File: src/rtl/tmds_pkg.sv
// Shared TMDS definitions: symbol width, the four control tokens (also used by the
// transmit encoder) and the receive alignment state encoding.
package tmds_pkg;

    localparam int TMDS_W = 10;

    // Control tokens as they appear in bits 9..0 of an aligned symbol.
    localparam logic [TMDS_W-1:0] CTRL_TOK0 = 10'b1101010100;  // cd = 00
    localparam logic [TMDS_W-1:0] CTRL_TOK1 = 10'b0010101011;  // cd = 01
    localparam logic [TMDS_W-1:0] CTRL_TOK2 = 10'b0101010100;  // cd = 10
    localparam logic [TMDS_W-1:0] CTRL_TOK3 = 10'b1010101011;  // cd = 11

    typedef enum logic [1:0] {
        SEARCH = 2'd0,
        SETTLE = 2'd1,
        LOCKED = 2'd2
    } align_state_t;

    // Bit offsets run 0..9 and wrap.
    function automatic logic [3:0] slip_next(input logic [3:0] s);
        return (s == 4'd9) ? 4'd0 : s + 4'd1;
    endfunction

endpackage

File: src/rtl/tmds_decoder_align_if.sv
// Word-in / decoded-symbol-out bundle between the deserializer, the channel decoder
// and the capture logic.
interface tmds_decoder_align_if;
    import tmds_pkg::*;

    logic [TMDS_W-1:0] in_word;
    logic [7:0]        vd;
    logic [1:0]        cd;
    logic              vde;
    logic              locked;
    logic [3:0]        slip;

    modport master (
        output in_word,
        input  vd, cd, vde, locked, slip
    );

    modport slave (
        input  in_word,
        output vd, cd, vde, locked, slip
    );

endinterface

File: src/rtl/tmds_symbol_decode.sv
// Aligned 10-bit TMDS symbol -> {is_ctrl, cd, vd}; purely combinational, zero latency,
// no backpressure.
module tmds_symbol_decode
    import tmds_pkg::*;
(
    input  logic [TMDS_W-1:0] sym,
    output logic              is_ctrl,
    output logic [1:0]        cd,
    output logic [7:0]        vd
);

    logic [7:0] q;

    always_comb begin
        is_ctrl = 1'b1;
        cd      = 2'b00;
        case (sym)
            CTRL_TOK0: cd = 2'b00;
            CTRL_TOK1: cd = 2'b01;
            CTRL_TOK2: cd = 2'b10;
            CTRL_TOK3: cd = 2'b11;
            default:   is_ctrl = 1'b0;
        endcase
    end

    // Undo the DC-balance inversion, then the XOR/XNOR transition chain.
    always_comb begin
        q     = sym[9] ? ~sym[7:0] : sym[7:0];
        vd    = 8'h00;
        vd[0] = q[0];
        for (int i = 1; i < 8; i++) begin
            vd[i] = sym[8] ? (q[i] ^ q[i-1]) : ~(q[i] ^ q[i-1]);
        end
    end

endmodule

File: src/rtl/tmds_decoder_align.sv
// TMDS receive channel: finds symbol alignment from control-token runs, slips 0..9 bits,
// decodes to vd/cd/vde; fixed 2-cycle latency, free-running with no backpressure.
module tmds_decoder_align
    import tmds_pkg::*;
#(
    parameter int CTRL_RUN   = 8,
    parameter int SEARCH_WIN = 1024,
    parameter int LOSS_WIN   = 4096
) (
    input  logic                 clk,
    input  logic                 rst_n,
    tmds_decoder_align_if.slave  tmds
);

    localparam int WIN_W  = $clog2(SEARCH_WIN);
    localparam int RUN_W  = $clog2(CTRL_RUN);
    localparam int LOSS_W = $clog2(LOSS_WIN);

    localparam logic [WIN_W-1:0]  WIN_LAST  = WIN_W'(SEARCH_WIN - 1);
    localparam logic [RUN_W-1:0]  RUN_LAST  = RUN_W'(CTRL_RUN - 1);
    // Compared before increment, so lock drops on the (LOSS_WIN-1)-th non-token.
    localparam logic [LOSS_W-1:0] LOSS_LAST = LOSS_W'(LOSS_WIN - 2);

    logic [TMDS_W-1:0]   prev_q;
    logic [TMDS_W-1:0]   aligned_q;
    logic [2*TMDS_W-1:0] cat;

    align_state_t        state_q, state_d;
    logic [3:0]          slip_q, slip_d;
    logic [WIN_W-1:0]    win_q, win_d;
    logic [RUN_W-1:0]    run_q, run_d;
    logic [LOSS_W-1:0]   loss_q, loss_d;
    logic                settle_q, settle_d;

    logic [7:0]          vd_q, vd_d;
    logic [1:0]          cd_q, cd_d;
    logic                vde_q, vde_d;

    logic                is_ctrl;
    logic [1:0]          dec_cd;
    logic [7:0]          dec_vd;
    logic                lock_d;

    // Newer word on top: the window starting at bit 'slip' of the older word.
    assign cat = {tmds.in_word, prev_q};

    tmds_symbol_decode u_decode (
        .sym     (aligned_q),
        .is_ctrl (is_ctrl),
        .cd      (dec_cd),
        .vd      (dec_vd)
    );

    always_ff @(posedge clk) begin
        if (!rst_n) begin
            prev_q    <= '0;
            aligned_q <= '0;
        end else begin
            prev_q    <= tmds.in_word;
            aligned_q <= cat[slip_q +: TMDS_W];
        end
    end

    always_comb begin
        state_d  = state_q;
        slip_d   = slip_q;
        win_d    = win_q;
        run_d    = run_q;
        loss_d   = loss_q;
        settle_d = settle_q;

        unique case (state_q)
            SEARCH: begin
                win_d = win_q + 1'b1;
                run_d = is_ctrl ? run_q + 1'b1 : '0;
                if (is_ctrl && (run_q == RUN_LAST)) begin
                    state_d = LOCKED;
                    win_d   = '0;
                    run_d   = '0;
                    loss_d  = '0;
                end else if (win_q == WIN_LAST) begin
                    state_d  = SETTLE;
                    slip_d   = slip_next(slip_q);
                    win_d    = '0;
                    run_d    = '0;
                    settle_d = 1'b0;
                end
            end
            // Two idle cycles so the word aligned under the old slip is not counted.
            SETTLE: begin
                settle_d = 1'b1;
                if (settle_q) begin
                    state_d  = SEARCH;
                    settle_d = 1'b0;
                end
            end
            LOCKED: begin
                loss_d = is_ctrl ? '0 : loss_q + 1'b1;
                if (!is_ctrl && (loss_q == LOSS_LAST)) begin
                    state_d = SEARCH;
                    win_d   = '0;
                    run_d   = '0;
                    loss_d  = '0;
                end
            end
            default: begin
                state_d = SEARCH;
            end
        endcase
    end

    // Outputs follow the next lock state so they blank on the same edge lock drops.
    always_comb begin
        lock_d = (state_d == LOCKED);
        vde_d  = 1'b0;
        vd_d   = 8'h00;
        cd_d   = 2'b00;
        if (lock_d) begin
            if (is_ctrl) begin
                cd_d = dec_cd;
            end else begin
                vde_d = 1'b1;
                vd_d  = dec_vd;
                cd_d  = cd_q;
            end
        end
    end

    always_ff @(posedge clk) begin
        if (!rst_n) begin
            state_q  <= SEARCH;
            slip_q   <= '0;
            win_q    <= '0;
            run_q    <= '0;
            loss_q   <= '0;
            settle_q <= 1'b0;
            vd_q     <= '0;
            cd_q     <= '0;
            vde_q    <= 1'b0;
        end else begin
            state_q  <= state_d;
            slip_q   <= slip_d;
            win_q    <= win_d;
            run_q    <= run_d;
            loss_q   <= loss_d;
            settle_q <= settle_d;
            vd_q     <= vd_d;
            cd_q     <= cd_d;
            vde_q    <= vde_d;
        end
    end

    assign tmds.vd     = vd_q;
    assign tmds.cd     = cd_q;
    assign tmds.vde    = vde_q;
    assign tmds.locked = (state_q == LOCKED);
    assign tmds.slip   = slip_q;

endmodule
File: src/flat_wrapper.sv
// flat-port wrapper written by rule: the top's interface ports become plain ports
module tmds_decoder_align_flat import tmds_pkg::*;
#(
    parameter int CTRL_RUN   = 8,
    parameter int SEARCH_WIN = 1024,
    parameter int LOSS_WIN   = 4096
)
  (clk, rst_n, tmds_in_word, tmds_vd, tmds_cd, tmds_vde, tmds_locked, tmds_slip);
  tmds_decoder_align_if tmds_i ();
  input  logic clk;
  input  logic rst_n;
  input wire logic [$bits(tmds_i.in_word)-1:0] tmds_in_word;
  output wire logic [$bits(tmds_i.vd)-1:0] tmds_vd;
  output wire logic [$bits(tmds_i.cd)-1:0] tmds_cd;
  output wire logic [$bits(tmds_i.vde)-1:0] tmds_vde;
  output wire logic [$bits(tmds_i.locked)-1:0] tmds_locked;
  output wire logic [$bits(tmds_i.slip)-1:0] tmds_slip;
  assign tmds_i.in_word = tmds_in_word;
  assign tmds_vd = tmds_i.vd;
  assign tmds_cd = tmds_i.cd;
  assign tmds_vde = tmds_i.vde;
  assign tmds_locked = tmds_i.locked;
  assign tmds_slip = tmds_i.slip;
  tmds_decoder_align #(.CTRL_RUN(CTRL_RUN), .SEARCH_WIN(SEARCH_WIN), .LOSS_WIN(LOSS_WIN)) u_core (.clk(clk), .rst_n(rst_n), .tmds(tmds_i));
endmodule
File: config.mk
export PLATFORM = sky130hd
export DESIGN_NAME = tmds_decoder_align_flat
export DESIGN_NICKNAME = d
export VERILOG_FILES = /design/src/rtl/tmds_pkg.sv /design/src/rtl/tmds_decoder_align_if.sv /design/src/rtl/tmds_symbol_decode.sv /design/src/rtl/tmds_decoder_align.sv /design/src/flat_wrapper.sv
export SDC_FILE = /design/constraint.sdc
export NUM_CORES = 1
export LEC_CHECK = 0
export ABC_CLOCK_PERIOD_IN_PS = 2300
export BUFFER_PORTS_ARGS = -buffer_cell sky130_fd_sc_hd__buf_4
export CAP_MARGIN = 20
export CORE_MARGIN = 2
export CORE_UTILIZATION = 56
export CTS_CLUSTER_SIZE = 10
export DETAILED_ROUTE_END_ITERATION = 8
export PLACE_DENSITY = 0.85
export SLEW_MARGIN = 10
export SYNTH_ARGS = -nofsm -noshare
export SYNTH_HDL_FRONTEND = slang
export SYNTH_SLANG_ARGS = --single-unit
File: constraint.sdc
create_clock -name clk -period 2.3 [get_ports clk]
set_input_delay 0.345 -clock clk [delete_from_list [all_inputs] [get_ports clk]]
set_output_delay 0.345 -clock clk [all_outputs]
set_load 0.02 [all_outputs]
Yosys cells after proc, flatten, opt, wreduce, memory -nomap -nowiden
Index checks and enable logic that the tools add are counted.
{ "classes": {"add_sub_neg": 4, "n_eq_ne": 15, "shift": 1, "muxes": 34, "n_bitwise": 18, "n_reduce_logical": 13} }
{ "op_table": {"columns": ["op", "n"], "rows": [
  ["12-bit 2-to-1 mux", 3],
  ["10-bit == test (second input constant)", 3],
  ["10-bit 2-to-1 mux", 3],
  ["12-bit case mux with 2 select lines", 1],
  ["10-bit case mux with 2 select lines", 1],
  ["20-bit by 5-bit variable part select with 10-bit output", 1],
  ["12-bit by 1-bit adder with 12-bit output (second input constant)", 1],
  ["12-bit == test (second input constant)", 1],
  ["1-bit 2-to-1 mux", 12],
  ["3-bit 2-to-1 mux", 4],
  ["2-bit case mux with 3 select lines", 2],
  ["10-bit by 1-bit adder with 10-bit output (second input constant)", 1],
  ["10-bit by 8-bit == test with 1-bit output (second input constant)", 1],
  ["10-bit by 9-bit == test with 1-bit output (second input constant)", 1],
  ["1-bit inverter", 10],
  ["2-bit 2-to-1 mux", 4],
  ["8-bit 2-to-1 mux", 1],
  ["8-bit inverter", 1],
  ["1-bit XOR", 7],
  ["2-bit by 1-bit != test with 1-bit output (second input constant)", 3],
  ["3-bit case mux with 2 select lines", 1],
  ["2-bit AND reduction", 3],
  ["3-bit AND reduction", 2],
  ["4-bit by 1-bit adder with 4-bit output (second input constant)", 1],
  ["other kinds (14)", 17]
]} }
{ "totals": {"regBits": 63, "output_inout_bits": 16, "word_cells": 96} }

Depth between registers and ports, before layout
{ "logic_depth": {"depth_word": 10, "ltp_mapped": 10} }

Modules after synthesis
Synthesis repeated with hierarchy kept, for this count alone.
{ "unflattened": {"hier_cells": 338, "area_unflattened_um2": 3503.4} }
{ "modules_own_cells": {"columns": ["mod", "instances", "cells_per_inst", "area_per_inst_um2", "seq_area_each_um2"], "rows": [
  ["tmds_decoder_align", 1, 303, 3224.3, 1261.2],
  ["tmds_symbol_decode", 1, 35, 279.0, 0.0]
]} }

Worst setup path after synthesis
Ideal clock, no wire load.
{ "synth_path": {"path_kind": "reg-to-reg", "startpoint": "reg u_core.slip_q[1], in the netlist u_core.tmds.slip[1]", "endpoint": "reg u_core.aligned_q[5]", "setup_ns": 0.115, "arrival_ns": 1.851, "required_time_ns": 2.185, "path_slack_ns": 0.334, "path_stages_with_launch": 6, "path_buffers": 2, "period_less_slack_ns": 1.966, "cell_sequence": "dfxtp_1 > buf_2 > buf_4 > mux4_2 > mux4_1 > and2_1"} }
{ "synth_between": {"elab_chain_len": 1} }
{ "synth_rtl": {"columns": ["element", "line_no", "text"], "rows": [
  ["start, declared", "tmds_decoder_align.sv:29", "logic [3:0] slip_q, slip_d;"],
  ["start signal, assigned", "tmds_decoder_align.sv:142", "slip_q <= slip_d;"],
  ["20-bit by 5-bit variable part select with 10-bit output", "tmds_decoder_align.sv:60", "aligned_q <= cat[slip_q +: TMDS_W];"],
  ["end signal, assigned", "tmds_decoder_align.sv:60", null],
  ["end, declared", "tmds_decoder_align.sv:25", "logic [TMDS_W-1:0] aligned_q;"]
]} }
Every way passes these cells.
A chain may end at the register's enable or synchronous reset.

Final worst setup path
{ "layout_path": {"startpoint": "reg u_core.slip_q[0], in the netlist u_core.tmds.slip[0]", "endpoint": "reg u_core.aligned_q[5]"} }
Same word-level chain as after synthesis.

==> results.json <==
{
  "yosysSeqAreaShare": 0.3557,
  "start_util": 0.5885,
  "most-common-layout-cells": "dfxtp_1 (63), buf_4 (41), nor2_1 (33), nand2_1 (27), and2_1 (19)",
  "timing.final.crit_share": 0.9420,
  "setup_tns_ns": 0,
  "endpoint_kind": "flop",
  "clk-insertion-delay-late_ns": 0.35,
  "slew_viol_final": 0,
  "htree_levels": 3,
  "coreArea_um2": 6026,
  "path_clk_slew_ns": 0.07,
  "ys.warnings.count": 0,
  "path_buf_inv": 0,
  "diodes": 0,
  "postRouteAntennaNets": 0,
  "syn_inst": 369,
  "drive_above_1_share": 0.2025,
  "ir_drop_uv": 576.5,
  "grt_pass1_wl_um": 12850,
  "numCtsBuffers": 9,
  "grt_max_degree": 25,
  "rows": 28,
  "crit_top_cell": "mux4_1",
  "maxSlewHeadroom": 0.5803,
  "crit_arrival_ns": 2.41,
  "routabilityCongestion": 0.9602,
  "cts_hold_buf": 0,
  "min_path_type": "primary input to flop",
  "antenna_found_initial": 0,
  "criticalPathCategory": "flop to flop",
  "floorplan.die.width_um": 83.58,
  "crit_family": "multiplexers",
  "cp-start-kind": "flop",
  "dr.pass1.iters": 4,
  "synth_cell_types": 60,
  "syn_to_final_growth_pct": 14.75,
  "die_area_um2": 6985,
  "synth_seq_cells": 63,
  "portBuffers": 27,
  "crit_chain": "mux4_1 > mux4_1 > and2_1",
  "setup_ws_ns": 0.1335,
  "rsz0062_at_grt": "no",
  "pin_count": 28,
  "drc_errors": 0,
  "synthesis.area_um2": 3546,
  "cts_tree": "done",
  "crit_path_max_fanout": 14,
  "leakage_nw": 1.599,
  "cpMaxStageDelayCell": "dfxtp_1",
  "wl_per_cell_um": 15.69,
  "via_count": 2893,
  "ys_async_sr_fraction": 0,
  "tightest_slew_ns": 0.6288,
  "grt_overflow_total": 0,
  "outcome": "finished clean",
  "post-route-min-period_ns": 2.166,
  "dpl.hpwl_um": 5574,
  "fmax_mhz": 461.6,
  "wirelength_um": 7530,
  "place_ws_ns": 0.1125,
  "finalSetupViolCount": 0,
  "final_nets": 426,
  "final_common_cell": "dfxtp_1",
  "clk_path_buf_depth": 2,
  "crit_path_max_incr_delay_ns": 0.72,
  "synth.avg_cell_area_um2": 9.609,
  "grt_pass1_vias": 2754,
  "hold_viol": 0,
  "cts_root_buffer": "clkbuf_8",
  "synth_top_flop_cell": "dfxtp_1",
  "die_h_um": 83.58,
  "grt_util_all_layers": 0.2261,
  "synth_nets": 394,
  "required_ns": 2.54,
  "synth-edff-count": 0,
  "clock-sinks": 63,
  "max_cap_violations": 0,
  "drt_iter0_drc": 108,
  "fin_skew_ns": 0.006203,
  "powerDensity_nw_per_um2": 609.1,
  "via_per_inst": 6.027
}
## kinds of logic (layout without fill, tap and decap cells)
family / Yosys count / after routing / synth area share
AND/OR/NAND/NOR: 130 / 130 / 0.1980
AO/OA/AOI/OAI: 79 / 79 / 0.1546
flip-flops: 63 / 63 / 0.3557
buffers and inverters: 39 / 75 / 0.05575
multiplexers: 33 / 33 / 0.1605
adder cells (fa/ha/maj): 13 / 13 / 0.04587
XOR/XNOR: 12 / 12 / 0.02964
## per-stage QoR
stage               instances  cell area, um^2  power [W]  hold WS, ns    util
floorplan                 369             3546   0.001253       0.4389       -
global placement          465             3821   0.001296       0.4503  0.6341
detailed placement        465             3821   0.001305       0.4611  0.6341
CTS                       480             4066   0.002496       0.2222  0.6748
global route              480             4069   0.002560       0.2377  0.6752
finish                    480             4069   0.002478       0.2318  0.6752
## cell usage after synthesis (2+ instances only)
library cell	n	area (um^2)
dfxtp_1	63	1261
nor2_1	33	123.9
nand2_1	28	105.1
and2_1	19	118.9
a31oi_1	17	106.4
a21oi_1	16	80.08
inv_1	16	60.06
nand3_1	15	75.07
ha_1	13	162.7
mux2i_1	13	130.1
mux4_2	11	247.7
xnor2_1	11	96.34
a21o_1	7	52.55
buf_2	7	35.03
clkbuf_1	7	26.28
nor3_1	7	35.03
a211oi_1	6	45.04
and3_1	6	37.54
mux4_1	6	157.7
o21ai_0	6	30.03
nand4_1	4	25.02
o21ai_1	4	20.02
a41oi_1	3	26.28
buf_4	3	22.52
inv_2	3	11.26
nand3b_1	3	22.52
a22o_1	2	17.52
a22oi_1	2	15.01
buf_6	2	22.52
mux2_2	2	22.52
nor2b_1	2	12.51
o211a_1	2	20.02
o211ai_1	2	15.01
o21a_1	2	15.01
## power by group
part	switching, W	total, W	internal, W
clock	0.000422	0.00120	0.000774
sequential	0.0000192	0.00113	0.00111
combinational	0.0000716	0.000151	0.0000797
total	0.000513	0.00248	0.00197
## routing by layer
| metal | track usage | part of all wire |
|---|---|---|
| met4 | 0.08798 | 0.018 |
| met1 | 0.2708 | 0.42 |
| met3 | 0.05737 | 0.061 |
| met5 | 0 | 0 |
| met2 | 0.3884 | 0.50 |
## registers in the layout, indices dropped and copies added (netlist names)
signal	flops
u_core.tmds.cd	2
u_core.tmds.vde	1
u_core.loss_q	12
u_core.win_q	10
u_core.prev_q	10
u_core.state_q	2
u_core.tmds.slip	4
u_core.settle_q	1
u_core.tmds.vd	8
u_core.aligned_q	10
u_core.run_q	3
## worst paths after layout
| path | startpoint | to | slack [ns] | depth (start not counted) |
|---|---|---|---|---|
| min | tmds_in_word[9] | u_core.prev_q[9] | 0.23 | 2 |
| min reg2reg | u_core.loss_q[11] | u_core.loss_q[11] | 0.48 | 1 |
| max reg2reg | u_core.tmds.slip[0] | u_core.aligned_q[5] | 0.13 | 3 |
| max | u_core.tmds.slip[0] | u_core.aligned_q[5] | 0.13 | 3 |
## final cells by class
class	count	area (um^2)
flip-flops and latches	63	1261
repair buffers	41	307.8
well taps	75	93.84
fillers	484	1957
inverters	19	71.32
clock inverters	3	90.09
clock buffers	12	155.1
multi-input cells	267	2090
## repair_timing
item | 4_1_cts | 5_1_grt
resized for setup | 0 | 1
setup endpoints to repair | 0 | 1
endpoints found under the hold margin | 0 | 0
buffers inserted | 0 | 0
(Power assumes the default switching activity.)
